--- src/rtl/ex_stage_mc.sv ---
// MIPS execute stage: owns the EX/MEM register and an iterative MULT/DIV unit with HI/LO.
// ALU instructions keep issuing while MULT/DIV runs; only MFHI/MFLO and a new MULT/DIV wait.
module ex_stage_mc #(
    parameter int DATA_W  = 32,
    parameter int RADDR_W = 5
) (
    input  logic               i_clk,
    input  logic               i_rst_n,
    input  logic               i_valid,
    output logic               o_ready,
    input  logic               i_stall_mem,
    input  logic               i_flush,
    input  logic               i_con_regdst,
    input  logic               i_con_alusrc,
    input  logic               i_con_branch,
    input  logic               i_con_memread,
    input  logic               i_con_memwrite,
    input  logic               i_con_memtoreg,
    input  logic               i_con_regwrite,
    input  logic [1:0]         i_con_aluop,
    input  logic [DATA_W-1:0]  i_addr_NextPC,
    input  logic [DATA_W-1:0]  i_data_rs,
    input  logic [DATA_W-1:0]  i_data_rt,
    input  logic [DATA_W-1:0]  i_data_SignExt,
    input  logic [RADDR_W-1:0] i_addr_mux_0,
    input  logic [RADDR_W-1:0] i_addr_mux_1,
    output logic               o_valid,
    output logic               o_con_branch,
    output logic               o_con_memread,
    output logic               o_con_memwrite,
    output logic               o_con_memtoreg,
    output logic               o_con_regwrite,
    output logic [DATA_W-1:0]  o_data_AddRst,
    output logic [DATA_W-1:0]  o_data_ALU_Rst,
    output logic [DATA_W-1:0]  o_data_rt,
    output logic               o_con_Zero,
    output logic [RADDR_W-1:0] o_addr_MuxRst,
    output logic               o_busy
);

    localparam int CNT_W = $clog2(DATA_W + 1);

    typedef enum logic {ST_IDLE, ST_RUN} md_state_t;

    md_state_t            md_state_q;
    logic [CNT_W-1:0]     cnt_q;
    logic [2*DATA_W-1:0]  acc_q;
    logic [DATA_W-1:0]    opnd_q;
    logic                 is_div_q, neg_q, rem_neg_q, divzero_q;
    logic [DATA_W-1:0]    hi_q, lo_q;

    logic [5:0]           funct;
    logic                 is_mf, is_md, accept, launch, slt_bit;
    logic [DATA_W-1:0]    b_op, alu_res, branch_tgt;
    logic                 md_signed, a_neg, b_neg;
    logic [DATA_W-1:0]    a_mag, b_mag;
    logic [DATA_W:0]      mul_sum, rem_sh, diff;
    logic [2*DATA_W-1:0]  mul_next, div_next, step_next, mul_fix;
    logic [DATA_W-1:0]    q_fix, r_fix;

    assign funct   = i_data_SignExt[5:0];
    assign is_mf   = (i_con_aluop == 2'b10) && (funct == 6'h10 || funct == 6'h12);
    assign is_md   = (i_con_aluop == 2'b10) && (funct[5:2] == 4'b0110);
    assign o_busy  = (md_state_q == ST_RUN);
    assign o_ready = !i_stall_mem && !(o_busy && (is_mf || is_md));
    assign accept  = i_valid && o_ready && !i_flush;
    assign launch  = accept && is_md;

    assign b_op       = i_con_alusrc ? i_data_SignExt : i_data_rt;
    assign branch_tgt = i_addr_NextPC + (i_data_SignExt << 2);
    assign slt_bit    = $signed(i_data_rs) < $signed(b_op);

    always_comb begin
        alu_res = i_data_rs + b_op;
        if (i_con_aluop == 2'b01) begin
            alu_res = i_data_rs - b_op;
        end else if (i_con_aluop == 2'b10) begin
            case (funct)
                6'h22:   alu_res = i_data_rs - b_op;
                6'h24:   alu_res = i_data_rs & b_op;
                6'h25:   alu_res = i_data_rs | b_op;
                6'h2A:   alu_res = {{(DATA_W-1){1'b0}}, slt_bit};
                6'h10:   alu_res = hi_q;
                6'h12:   alu_res = lo_q;
                default: alu_res = i_data_rs + b_op;
            endcase
        end
    end

    // Operand magnitudes; funct[0]=0 selects the signed variants.
    assign md_signed = !funct[0];
    assign a_neg     = md_signed && i_data_rs[DATA_W-1];
    assign b_neg     = md_signed && i_data_rt[DATA_W-1];
    assign a_mag     = a_neg ? -i_data_rs : i_data_rs;
    assign b_mag     = b_neg ? -i_data_rt : i_data_rt;

    // acc_q holds {partial product, multiplier} or {remainder, quotient}.
    assign mul_sum  = {1'b0, acc_q[2*DATA_W-1:DATA_W]} + (acc_q[0] ? {1'b0, opnd_q} : '0);
    assign mul_next = {mul_sum, acc_q[DATA_W-1:1]};
    assign rem_sh   = {acc_q[2*DATA_W-1:DATA_W], acc_q[DATA_W-1]};
    assign diff     = rem_sh - {1'b0, opnd_q};
    assign div_next = diff[DATA_W] ? {rem_sh[DATA_W-1:0], acc_q[DATA_W-2:0], 1'b0}
                                   : {diff[DATA_W-1:0], acc_q[DATA_W-2:0], 1'b1};
    assign step_next = is_div_q ? div_next : mul_next;

    // Divide by zero keeps the all-ones quotient; remainder sign fix restores the dividend.
    assign mul_fix = neg_q ? -step_next : step_next;
    assign q_fix   = (neg_q && !divzero_q) ? -step_next[DATA_W-1:0] : step_next[DATA_W-1:0];
    assign r_fix   = rem_neg_q ? -step_next[2*DATA_W-1:DATA_W] : step_next[2*DATA_W-1:DATA_W];

    always_ff @(posedge i_clk or negedge i_rst_n) begin
        if (!i_rst_n) begin
            md_state_q <= ST_IDLE;
            cnt_q      <= '0;
            acc_q      <= '0;
            opnd_q     <= '0;
            is_div_q   <= 1'b0;
            neg_q      <= 1'b0;
            rem_neg_q  <= 1'b0;
            divzero_q  <= 1'b0;
            hi_q       <= '0;
            lo_q       <= '0;
        end else begin
            case (md_state_q)
                ST_IDLE: begin
                    if (launch) begin
                        md_state_q <= ST_RUN;
                        cnt_q      <= CNT_W'(DATA_W);
                        acc_q      <= {{DATA_W{1'b0}}, a_mag};
                        opnd_q     <= b_mag;
                        is_div_q   <= funct[1];
                        neg_q      <= a_neg ^ b_neg;
                        rem_neg_q  <= a_neg;
                        divzero_q  <= (i_data_rt == '0);
                    end
                end
                ST_RUN: begin
                    acc_q <= step_next;
                    cnt_q <= cnt_q - CNT_W'(1);
                    if (cnt_q == CNT_W'(1)) begin
                        md_state_q <= ST_IDLE;
                        if (is_div_q) begin
                            hi_q <= r_fix;
                            lo_q <= q_fix;
                        end else begin
                            hi_q <= mul_fix[2*DATA_W-1:DATA_W];
                            lo_q <= mul_fix[DATA_W-1:0];
                        end
                    end
                end
                default: md_state_q <= ST_IDLE;
            endcase
        end
    end

    // EX/MEM register: hold on stall, load on accept, otherwise insert a bubble.
    always_ff @(posedge i_clk or negedge i_rst_n) begin
        if (!i_rst_n) begin
            o_valid        <= 1'b0;
            o_con_branch   <= 1'b0;
            o_con_memread  <= 1'b0;
            o_con_memwrite <= 1'b0;
            o_con_memtoreg <= 1'b0;
            o_con_regwrite <= 1'b0;
            o_data_AddRst  <= '0;
            o_data_ALU_Rst <= '0;
            o_data_rt      <= '0;
            o_con_Zero     <= 1'b0;
            o_addr_MuxRst  <= '0;
        end else if (!i_stall_mem) begin
            if (accept) begin
                o_valid        <= 1'b1;
                o_con_branch   <= i_con_branch;
                o_con_memread  <= i_con_memread;
                o_con_memwrite <= i_con_memwrite;
                o_con_memtoreg <= i_con_memtoreg;
                o_con_regwrite <= i_con_regwrite;
                o_data_AddRst  <= branch_tgt;
                o_data_ALU_Rst <= alu_res;
                o_data_rt      <= i_data_rt;
                o_con_Zero     <= (alu_res == '0);
                o_addr_MuxRst  <= i_con_regdst ? i_addr_mux_1 : i_addr_mux_0;
            end else begin
                o_valid        <= 1'b0;
                o_con_branch   <= 1'b0;
                o_con_memread  <= 1'b0;
                o_con_memwrite <= 1'b0;
                o_con_memtoreg <= 1'b0;
                o_con_regwrite <= 1'b0;
                o_con_Zero     <= 1'b0;
            end
        end
    end

endmodule
--- config.mk ---
export PLATFORM = sky130hd
export DESIGN_NAME = ex_stage_mc
export DESIGN_NICKNAME = d
export VERILOG_FILES = /design/src/rtl/ex_stage_mc.sv
export SDC_FILE = /design/constraint.sdc
export NUM_CORES = 1
export LEC_CHECK = 0
export ABC_AREA = 1
export ABC_CLOCK_PERIOD_IN_PS = 4200
export BUFFER_PORTS_ARGS = -buffer_cell sky130_fd_sc_hd__buf_4
export CORE_ASPECT_RATIO = 1.1
export CORE_MARGIN = 2
export CORE_UTILIZATION = 45
export CTS_CLUSTER_DIAMETER = 120
export DETAILED_ROUTE_END_ITERATION = 6
export PLACE_DENSITY = 0.67
export SETUP_SLACK_MARGIN = 0.15
export SYNTH_ARGS = -nofsm -noshare
export SYNTH_HDL_FRONTEND = slang
export SYNTH_SLANG_ARGS = --single-unit
--- constraint.sdc ---
create_clock -name i_clk -period 4.2 [get_ports i_clk]
set_input_delay 0.42 -clock i_clk [delete_from_list [all_inputs] [get_ports i_clk]]
set_output_delay 0.42 -clock i_clk [all_outputs]
set_load 0.02 [all_outputs]
==> reports/metrics.cfg <==
[status]
status=finished, violations left
violations=design-rule violations

[floorplanning]
dieArea_um2=66200
start_util_pct=45.4
core_um2=63600
ioPinCount=262
die_h_um=270
die_w_um=246
core.rowCount=97

[synth]
async_flop_share_pct=100
synth_edf_count=0
synth_top_cell_area_share_pct=24.2
synth_cell_type_count=67
synth-compound-area-share_pct=18.4
yosysTopAreaCell=dfrtp_1
synth_fa_ha_area_share_pct=8.80
yosys_register_bits=279
yosysWarnings=0
yosys-top-cells-area=dfrtp_1, nand2_1, ha_1
synth_nets=4981
synth-simple-area-share_pct=32.9
synth_xor_area_share_pct=4.37
synth_top_family_by_area=simple AND/OR/NAND/NOR gates
synth.avg_cell_area_um2=6.24
syn-cell-area_um2=28900
synth_mux_area_share_pct=0.173
synth_flop_cell=dfrtp_1
ys_seq_area_share_pct=24.2
syn_inst=4629

[min_path]
hp-class=in -> reg
hold_depth=3

[sta]
relSlewSlack_pct=8.51
clock_skew_ns=0.0339
whs_ns=0.0168
slew_violations=0
setup_viol=0
tightest_slew_ns=1.34
fmax_ghz=0.244
grt_setup_unrepaired=true
finalCritPeriodShare_pct=97.7
totalNegativeSetupSlack_ns=0
period_minus_slack_ns=4.10
final-hold-violation-count=0

[layout]
area_delta_synth_final_pct=21.4
drive_gt1_share_pct=15.8
fin_nets=5424
layout.cells.non_filler=5938
design_area_um2=35100

[cts]
cts_tree=built
clock_path_buffers=3
htree_levels=2
clk_latency_ns=0.62
cts_sinks=279
root_buffer=clkbuf_16
path_clk_slew_ns=0.06
cts_made_buffers=37

[setup_path]
endpoint_kind=register
crit_start=acc_q[31]$_DFFE_PN0P_
worstPathArrival_ns=4.57
worstRegToRegCells=36
crit_type=reg -> reg
crit_slowest_cell=dfrtp_1
start_kind=register
path_max_fanout=3
crit_top_cell=nand2_2
reg2reg_from=acc_q[31]$_DFFE_PN0P_
rrSetupSlack_ns=0.1
cp-endpoint=hi_q[12]$_DFFE_PN0P_
slowest_delay_ns=0.39
reg2reg_to=hi_q[12]$_DFFE_PN0P_
critPathRequiredTime_ns=4.66

[detailed_routing]
drt_first_pass_iters=7
drc=1
post_drt_wl_per_cell_um=22.0
final_antenna_net_count=0
drt_iter0_drc=3078
routed_wirelength_um=130000
via_count=33700
via_per_inst=5.67

[grt]
grt_pass1_wl_um=194000
grtUsageTotal_pct=38.5
gr-usage-met2_pct=61.7
top_usage_layer=met2
antenna_found_initial=5
use_met1_pct=46.0
grt_max_degree=103
overflow=0
grt_pass1_vias=32700
met3_usage_pct=5.94

[run]
maxCapViolCount=0

[pwr]
p_leak_nw=18.7
total_power_w=0.0220
power_density_nw_per_um2=629
peakVddDrop_mv=0.444

[placement]
place.port_buffers=261
gp_congestion=1.03
dp_hpwl_um=104000
placed_cells=5837
placed_cell_area_um2=33300

[cell families (layout without fill, tap and decap cells)]
group / count (synthesis) / count (layout)
adder cells (fa/ha/maj): 200 / 200
multiplexers: 5 / 5
AO/OA/AOI/OAI: 896 / 896
flip-flops: 279 / 279
other: 0 / 1
XOR/XNOR: 144 / 144
buffers and inverters: 840 / 1307
AND/OR/NAND/NOR: 2265 / 2265
[power by group]
part	internal, W	switching, W
Clock	0.00188	0.00143
Sequential	0.00352	0.000727
Combinational	0.00477	0.00972
Total	0.0102	0.0119
[worst max-delay path, delay by kind of cell, from the launching register on]
kind / cells / cell delay (ns)
buffers and inverters: 7 / 0.52
and+or+nand+nor: 22 / 1.88
AOI/OAI and AO/OA: 4 / 0.49
adders and majority gates: 3 / 0.68
DFF: 1 / 0.39
[layout make-up]
cell class	count	area, um^2
well taps	841	1050
diodes	1	2.50
repair buffers	562	4300
inverters	682	2570
flip-flops and latches	279	6990
multi-input cells	3510	18900
clock buffers	48	1040
clock inverters	15	185
fillers	6515	28500
[cells in the mapped netlist, drive strengths merged, types with 8 or more instances]
library cell,n
a2111oi,10
a21boi,14
a21o,13
a21oi,256
a221oi,17
a22oi,16
a31oi,15
a32oi,9
buf,40
clkbuf,118
dfrtp,279
ha,195
inv,675
nand2,1382
nand3,307
nand3b,20
nand4,45
nor2,420
nor3,61
nor4,12
o211ai,19
o21a,8
o21ai,362
o21bai,22
o221ai,30
o22ai,70
or2,13
xnor2,34
xor2,110
[metal layers]
| layer | vias to the layer above | share of wire [%] |
|---|---|---|
| li1 | 16000 | - |
| met1 | 15600 | 38 |
| met2 | 1665 | 45 |
| met3 | 487 | 7.2 |
| met4 | 6 | 9.2 |
| met5 | - | 0.029 |
[metrics by stage]
step	utilization (%)	setup slack, ns
floorplan	-	0.177
global placement	52.3	0.128
detailed placement	52.3	0.0146
CTS	54.6	0.165
global route	55.1	-0.146
finish	55.1	0.0959
[worst min path at each step]
| stage | startpoint | endpoint | slack (ns) |
|---|---|---|---|
| 2_1_floorplan | i_rst_n | acc_q[0]$_DFFE_PN0P_ | 0.12 |
| 3_3_place_gp | o_data_rt[4]$_DFFE_PN0P_ | o_data_rt[4]$_DFFE_PN0P_ | 0.46 |
| 3_5_place_dp | o_data_rt[12]$_DFFE_PN0P_ | o_data_rt[12]$_DFFE_PN0P_ | 0.46 |
| 4_1_cts | i_addr_NextPC[1] | o_data_AddRst[1]$_DFFE_PN0P_ | 0.009 |
| 5_1_grt | i_con_regwrite | o_con_regwrite$_DFFE_PN0N_ | 0.02 |
| 6_report | i_addr_NextPC[1] | o_data_AddRst[1]$_DFFE_PN0P_ | 0.02 |
[sequential cells by signal, indices dropped and copies added (netlist names)]
signal,count
acc_q,64
cnt_q,6
divzero_q,1
hi_q,32
is_div_q,1
lo_q,32
neg_q,1
o_addr_MuxRst,5
o_busy,1
o_con_Zero,1
o_con_branch,1
o_con_memread,1
o_con_memtoreg,1
o_con_memwrite,1
o_con_regwrite,1
o_data_ALU_Rst,32
o_data_AddRst,32
o_data_rt,32
o_valid,1
opnd_q,32
rem_neg_q,1
[cells in the final DEF (no fill, tap or decap), types with 22 or more instances in the layout]
cell type,n
dfrtp_1,277
nand4_1,45
o22ai_1,70
inv_2,34
o221ai_1,30
ha_1,188
nor3_1,56
buf_4,551
nand3_1,297
nor2_2,22
a21oi_1,237
xnor2_1,33
clkbuf_16,37
nand2_1,1336
nor2_1,390
inv_1,639
xor2_1,110
nand2_2,35
o21ai_0,336
[repair_timing]
item | CTS | global route
endpoints found under the hold margin | 99 | 0
endpoints found under the setup margin | 12 | 34
gates resized for setup | 11 | 65
hold buffers | 2 | 0
pin swaps | 4 | 34
setup buffers | 21 | 14
(Power assumes the default switching activity.)
